<file path="config.mk">
export PLATFORM = sky130hd
export DESIGN_NAME = multicycle_ctrl_fsm
export DESIGN_NICKNAME = d
export VERILOG_FILES = /design/src/rtl/multicycle_ctrl_fsm.sv
export SDC_FILE = /design/constraint.sdc
export NUM_CORES = 1
export LEC_CHECK = 0
export ABC_CLOCK_PERIOD_IN_PS = 1600
export BUFFER_PORTS_ARGS = -buffer_cell sky130_fd_sc_hd__buf_2
export CAP_MARGIN = 0
export CORE_ASPECT_RATIO = 0.9
export CORE_UTILIZATION = 47
export DETAILED_ROUTE_END_ITERATION = 16
export PLACE_DENSITY = 0.84
export SLEW_MARGIN = 20
export SYNTH_ARGS = -nofsm -noshare
export SYNTH_HDL_FRONTEND = slang
export SYNTH_SLANG_ARGS = --single-unit
</file>
<file path="constraint.sdc">
create_clock -name clk -period 1.6 [get_ports clk]
set_input_delay 0.32 -clock clk [delete_from_list [all_inputs] [get_ports clk]]
set_output_delay 0.32 -clock clk [all_outputs]
set_load 0.1 [all_outputs]
</file>
<file path="src/rtl/multicycle_ctrl_fsm.sv">
// Multi-cycle sequencing controller for the 16-bit MIPS datapath: steps each
// instruction through FETCH/DECODE/EXEC/MEM/WB and counts retired instructions.
module multicycle_ctrl_fsm #(
  parameter int CNT_W = 16
) (
  input  logic             clk,
  input  logic             rst,
  input  logic             run,
  input  logic [2:0]       opcode,
  input  logic             zero,
  input  logic             mem_ready,
  output logic             mem_req,
  output logic             mem_we,
  output logic             i_or_d,
  output logic             ir_write,
  output logic             pc_write,
  output logic [1:0]       pc_src,
  output logic             alu_src_a,
  output logic [1:0]       alu_src_b,
  output logic [1:0]       alu_op,
  output logic [1:0]       reg_dst,
  output logic [1:0]       mem_to_reg,
  output logic             reg_write,
  output logic             instr_done,
  output logic [CNT_W-1:0] retired_cnt,
  output logic [2:0]       state
);

  typedef enum logic [2:0] {
    S_IDLE   = 3'd0,
    S_FETCH  = 3'd1,
    S_DECODE = 3'd2,
    S_EXEC   = 3'd3,
    S_MEM    = 3'd4,
    S_WB     = 3'd5
  } state_t;

  localparam logic [2:0] OP_R    = 3'b000;
  localparam logic [2:0] OP_SLTI = 3'b001;
  localparam logic [2:0] OP_J    = 3'b010;
  localparam logic [2:0] OP_JAL  = 3'b011;
  localparam logic [2:0] OP_LW   = 3'b100;
  localparam logic [2:0] OP_SW   = 3'b101;
  localparam logic [2:0] OP_BEQ  = 3'b110;
  localparam logic [2:0] OP_ADDI = 3'b111;

  state_t state_q, state_d;
  logic   retire;

  always_ff @(posedge clk) begin
    if (rst) begin
      state_q     <= S_IDLE;
      retired_cnt <= '0;
    end else begin
      state_q <= state_d;
      if (retire) retired_cnt <= retired_cnt + 1'b1;
    end
  end

  assign state      = state_q;
  assign instr_done = retire;

  always_comb begin
    state_d    = state_q;
    retire     = 1'b0;
    mem_req    = 1'b0;
    mem_we     = 1'b0;
    i_or_d     = 1'b0;
    ir_write   = 1'b0;
    pc_write   = 1'b0;
    pc_src     = 2'b00;
    alu_src_a  = 1'b0;
    alu_src_b  = 2'b00;
    alu_op     = 2'b00;
    reg_dst    = 2'b00;
    mem_to_reg = 2'b00;
    reg_write  = 1'b0;

    case (state_q)
      S_IDLE: begin
        if (run) state_d = S_FETCH;
      end
      S_FETCH: begin
        mem_req   = 1'b1;
        alu_src_b = 2'b01;
        alu_op    = 2'b11;
        if (mem_ready) begin
          ir_write = 1'b1;
          pc_write = 1'b1;
          state_d  = S_DECODE;
        end
      end
      S_DECODE: begin
        alu_src_b = 2'b11;
        alu_op    = 2'b11;
        state_d   = S_EXEC;
        if (opcode == OP_J || opcode == OP_JAL) begin
          pc_write = 1'b1;
          pc_src   = 2'b10;
          retire   = 1'b1;
          if (opcode == OP_JAL) begin
            reg_write  = 1'b1;
            reg_dst    = 2'b10;
            mem_to_reg = 2'b10;
          end
        end
      end
      S_EXEC: begin
        alu_src_a = 1'b1;
        case (opcode)
          OP_R: state_d = S_WB;
          OP_ADDI: begin
            alu_src_b = 2'b10;
            alu_op    = 2'b11;
            state_d   = S_WB;
          end
          OP_LW, OP_SW: begin
            alu_src_b = 2'b10;
            alu_op    = 2'b11;
            state_d   = S_MEM;
          end
          OP_SLTI: begin
            alu_src_b = 2'b10;
            alu_op    = 2'b10;
            state_d   = S_WB;
          end
          OP_BEQ: begin
            alu_op   = 2'b01;
            pc_src   = 2'b01;
            pc_write = zero;
            retire   = 1'b1;
          end
          default: state_d = S_IDLE;  // jumps retire in DECODE and never get here
        endcase
      end
      S_MEM: begin
        mem_req = 1'b1;
        i_or_d  = 1'b1;
        mem_we  = (opcode == OP_SW);
        if (mem_ready) begin
          if (opcode == OP_SW) retire = 1'b1;
          else state_d = S_WB;
        end
      end
      S_WB: begin
        reg_write  = 1'b1;
        reg_dst    = (opcode == OP_R)  ? 2'b01 : 2'b00;
        mem_to_reg = (opcode == OP_LW) ? 2'b01 : 2'b00;
        retire     = 1'b1;
      end
      default: state_d = S_IDLE;
    endcase

    if (retire) state_d = run ? S_FETCH : S_IDLE;

    // Reset silences every control, including an access still waiting on memory.
    if (rst) begin
      retire     = 1'b0;
      mem_req    = 1'b0;
      mem_we     = 1'b0;
      i_or_d     = 1'b0;
      ir_write   = 1'b0;
      pc_write   = 1'b0;
      pc_src     = 2'b00;
      alu_src_a  = 1'b0;
      alu_src_b  = 2'b00;
      alu_op     = 2'b00;
      reg_dst    = 2'b00;
      mem_to_reg = 2'b00;
      reg_write  = 1'b0;
    end
  end

endmodule

</file>
==> key figures, run 1 <==
Status
  – Status: did not finish
  – Halt Stage: 5_1_grt
  – Tool error: [ERROR DPL-0038] Utilization greater than 100%, impossible to legalize

Placement
  – DP HPWL: roughly 3400 um
  – Placed Area: roughly 2500 sq um
  – GPL Wtd Cong: around 0.93
  – # port buffers: between 40 and 50

Floorplan
  – # IOs: between 40 and 50
  – Initial Util: 0.502
  – Die extent in y: about 57 um
  – Die Width: 62.6 um
  – Rows: 19

Yosys
  – Sequential share of the synthesized area: 0.245
  – Synth Flop Type: dfxtp_1
  – Post-synth EDFFs: 0
  – Net Count, Synth: slightly below 200
  – FFs w/ async S/R, synth: 0
  – Syn Area/Cell: 8.17 sq um
  – Synth Instances: 190
  – Register bit total from synthesis: 19
  – Yosys warnings: 0
  – Post-Synthesis Cell Area: 1550 sq um
  – Synth cell types: between 40 and 50

STA
  – Worst EP post-GRT repair: reg_dst[1]
  – Worst End Pin Type: output port

Clock tree
  – Clock Sinks: 19
  – H-Tree Depth: 1
  – CTS Buffer Depth: 2
  – CTS root buf: clkbuf_4
  – Cts hold-fix bufs: 0
  – CTS buffer count: 3

Global routing
  – Largest net degree at the start of global routing: 25
[timing repair]
| action | in CTS |
|---|---|
| pin swaps | 13 |
| setup endpoints to repair | 30 |
| setup buffers | 15 |
| endpoints found under the hold margin | 0 |
| resized for setup | 37 |
[Yosys cell counts, types with 5 or more instances]
cell type,number,area share
nor3_1,6,0.019
mux2_4,8,0.077
nor2_1,22,0.053
and2b_1,5,0.024
o21ai_0,5,0.016
and3_1,5,0.020
a21oi_2,8,0.045
nand3_1,9,0.029
a21oi_1,7,0.023
nand2_1,10,0.024
dfxtp_1,19,0.25
nand2b_1,6,0.024
nor2b_1,12,0.048
[stage by stage]
| stage | utilization | cells | setup TNS (ns) | worst slack [ns] | hold WS, ns |
|---|---|---|---|---|---|
| 2_1_floorplan | - | 190 | -13.63 | -1.52 | 0.445 |
| 3_3_place_gp | 0.808 | 293 | -2.06 | -0.125 | 0.503 |
| 3_5_place_dp | 0.808 | 293 | -2.87 | -0.259 | 0.498 |
| 4_1_cts | 0.909 | 312 | -5.32 | -0.292 | 0.250 |
[cells by family after synthesis]
logic type,share of synthesized area
multiplexers,0.128
buffers and inverters,0.0927
adder cells (fa/ha/maj),0.00806
AND/OR/NAND/NOR,0.335
AO/OA/AOI/OAI,0.191
flip-flops,0.245
==> inputs of run 2 (changes only) <==
--- a/config.mk
+++ b/config.mk
@@ -5,13 +5,12 @@
 export SDC_FILE = /design/constraint.sdc
 export NUM_CORES = 1
 export LEC_CHECK = 0
-export ABC_CLOCK_PERIOD_IN_PS = 1600
+export ABC_CLOCK_PERIOD_IN_PS = 2100
 export BUFFER_PORTS_ARGS = -buffer_cell sky130_fd_sc_hd__buf_2
 export CAP_MARGIN = 0
-export CORE_ASPECT_RATIO = 0.9
-export CORE_UTILIZATION = 47
+export CORE_UTILIZATION = 40
 export DETAILED_ROUTE_END_ITERATION = 16
-export PLACE_DENSITY = 0.84
+export PLACE_DENSITY_LB_ADDON = 0.15
 export SLEW_MARGIN = 20
 export SYNTH_ARGS = -nofsm -noshare
 export SYNTH_HDL_FRONTEND = slang
==> constraint.sdc (replaced) <==
create_clock -name clk -period 2.1 [get_ports clk]
set_input_delay 0.42 -clock clk [delete_from_list [all_inputs] [get_ports clk]]
set_output_delay 0.42 -clock clk [all_outputs]
set_load 0.1 [all_outputs]
==> run 2 against run 1 <==
Compared with the run above: the run now ends clean; area after synthesis is the same; synthesized cell count stayed put.
==> key figures, run 2 <==
Yosys
  – Ranking of synthesized cells by area: dfxtp_1 25%, mux2_4 7.7%, nor2_1 5.3%
  – Register bit total from synthesis: 19 (unchanged)
  – Synth Flop Type: dfxtp_1
  – Synth cell types: 46 (unchanged)
  – Post-synth EDFFs: 0 (unchanged)
  – Yosys warnings: 0 (unchanged)
  – Sequential share of the synthesized area: 0.245 (unchanged)
  – Post-Synthesis Cell Area: 1550 sq um (unchanged)
  – FFs w/ async S/R, synth: 0 (unchanged)
  – Cell taking the most area after synthesis: dfxtp_1
  – Synth Instances: 190 (unchanged)
  – Synth top area share: 0.245 (unchanged)
  – Syn Area/Cell: 8.17 sq um (unchanged)
  – Post-synth top cells: 22 x nor2_1, 19 x dfxtp_1, 12 x nor2b_1, 10 x nand2_1, 9 x nand3_1
  – Net Count, Synth: 199 (unchanged)
  – Count leader, synth: nor2_1

STA
  – Part of the cycle the worst path needs: 0.986
  – Actual slew at the worst max-slew pin: between 0.4 and 0.5 ns
  – RSZ-0062 raised after global routing: yes
  – Minimum clock period: 2.07 ns
  – Final Hold Viols: 0
  – Pins Over Slew Limit: 0
  – Final Skew: 0.00741 ns
  – Rel. slew slack: 0.674
  – Final setup vio count: 0
  – TNS Setup: 0 ns
  – F_max: 483 MHz

Routing
  – ANT nets after route: 0
  – DR vias/cell: 5.25
  – DRC Markers: 0
  – WL/cell: 13.8 um
  – DRC violation total after the first TritonRoute iteration: 90
  – Number of iterations in the first detailed-routing pass: 4
  – Via count: 1487
  – Final WL: slightly below 4000 um

Worst setup path
  – Startpoint types: flip-flop
  – Crit Path Max Fanout: 8
  – CP endpoint kind: output pin
  – WP data required: ~1.7 ns
  – Crit path DAT: ~1.7 ns
  – Crit path kind: flip-flop to output pin

Global routing
  – Grt met3 use: 0.0375
  – Antenna violations before repair: 0
  – Met2 Use GR: 0.312
  – Grt ovf: 0
  – Total track usage: 0.195
  – Gr busiest metal: met2
  – Largest net degree at the start of global routing: 38
  – Vias in the first global route: between 1k and 1.5k
  – First-pass GRT wire length: roughly 6400 um
  – Grt met1 use: 0.276

Cells and area
  – Final Core Density: 0.608
  – Commonest cells after routing, fill and taps aside: 26 x buf_2, 19 x nor2_1, 16 x buf_12, 14 x buf_4, 12 x nor2b_1
  – Synth-to-Final Area Change: 44.4%
  – Final Instance Area: 2240 sq um
  – Fraction of layout cells with a size suffix above 1: 0.477
  – Register with the most flip-flops: retired_cnt
  – Antenna cells: 0
  – Commonest non-fill, non-tap cell in the layout: buf_2
  – # fillers: around 340
  – Finished Layout Cells: between 200 and 300
  – Final net count: ~250
  – Max FFs per register: 16

Floorplan
  – Die Width: 64.3 um (+2.7%)
  – DIE AREA: about 4100 sq um
  – # IOs: 45 (unchanged)
  – Rows: 22 (+3)
  – Die extent in y: 64.3 um (+14%)
  – Initial Util: 0.421 (-0.0814)
  – Core footprint: 3690 sq um

Pwr
  – P_leak: roughly 0.93 nW
  – Power density cells: ~460 nW/um^2
  – Worst VDD drop: around 0.36 mV

Clock tree
  – CTS tree: built
  – CTS Buffer Depth: 2 (unchanged)
  – Worst-Skew Late Latency: 0.25 ns
  – H-Tree Depth: 1 (unchanged)
  – CTS root buf: clkbuf_8
  – CTS buffer count: 3 (unchanged)
  – Clock Sinks: 19 (unchanged)
  – Clock transition at path regs: approximately 0.070 ns

Placement
  – Placed Area: 2140 sq um (-14%)
  – GPL Wtd Cong: 0.840 (-9.8%)
  – DP HPWL: 2900 um (-15%)
  – Placed Instances: 273 (-6.8%)
  – # port buffers: 44 (unchanged)

Worst hold path
  – Tightest Hold Check Type: input port to flip-flop

Status
  – Status: completed

Run
  – Max Cap Viol: 0
-- run 2: cell counts after synthesis --
Identical to the previous run, type by type.
-- run 2: final cells by class --
cell class,count,area [sq um],area share
Clock inverter,1,5.00,0.00223
Tap cell,48,60.1,0.0268
Inverter,4,18.8,0.00838
Timing Repair Buffer,58,571,0.255
Clock buffer,3,41.3,0.0184
Multi-Input combinational cell,150,1140,0.510
Sequential cell,19,403,0.180
-- run 2: path summary, 6_finish.rpt --
path	start	end	slack [ns]	depth (start not counted)
max	state[2]	mem_to_reg[1]	0.03	5
min	run	state[0]	0.40	2
max reg2reg	state[0]	retired_cnt[10]	0.32	5
min reg2reg	retired_cnt[1]	retired_cnt[1]	0.49	2
-- run 2: kinds of logic (layout without fill, tap and decap cells) --
kind of cell	after synthesis	in the layout	share of synthesized area
compound gates	40	40	0.191
flops	19	19	0.245
buf+inv	21	66	0.0927
fa+ha+maj	1	1	0.00806
mux	15	15	0.128
simple gates	94	94	0.335
-- run 2: repair_timing --
| action | in CTS | in global routing |
|---|---|---|
| endpoints found under the setup margin | 0 | 10 |
| hold buffers | 0 | 0 |
| gates resized for setup | 0 | 3 |
| setup buffers | 0 | 6 |
-- run 2: stage by stage --
stage | setup slack, ns | hold slack (ns) | power (mW)
finish | 0.0290 | 0.397 | 1.03
global route | -0.0385 | 0.412 | 1.07
CTS | 0.0211 | 0.398 | 1.02
detailed placement | 0.0951 | 0.473 | 0.767
global placement | 0.118 | 0.476 | 0.766
floorplan | -1.12 | 0.545 | 0.683
-- run 2: metal layers --
metal  up-vias  share of wire  routed length [um]
met3         2          0.033                 129
met4         0         0.0036                  14
met5         -              0                   0
met1       694           0.47                1860
met2        28           0.49                1910
li1        763              -                   -
-- run 2: power by group --
group | internal, mW | switching [mW]
Combinational | 0.127 | 0.254
Sequential | 0.367 | 0.0264
Clock | 0.132 | 0.124
Total | 0.625 | 0.404
-- run 2: critical path: stages (launching register included) --
cell	delay [ns]
dfxtp_4	0.37
or2_4	0.26
nor4_4	0.33
nand2_2	0.13
clkinvlp_4	0.13
buf_12	0.18
(Power assumes the default switching activity.)
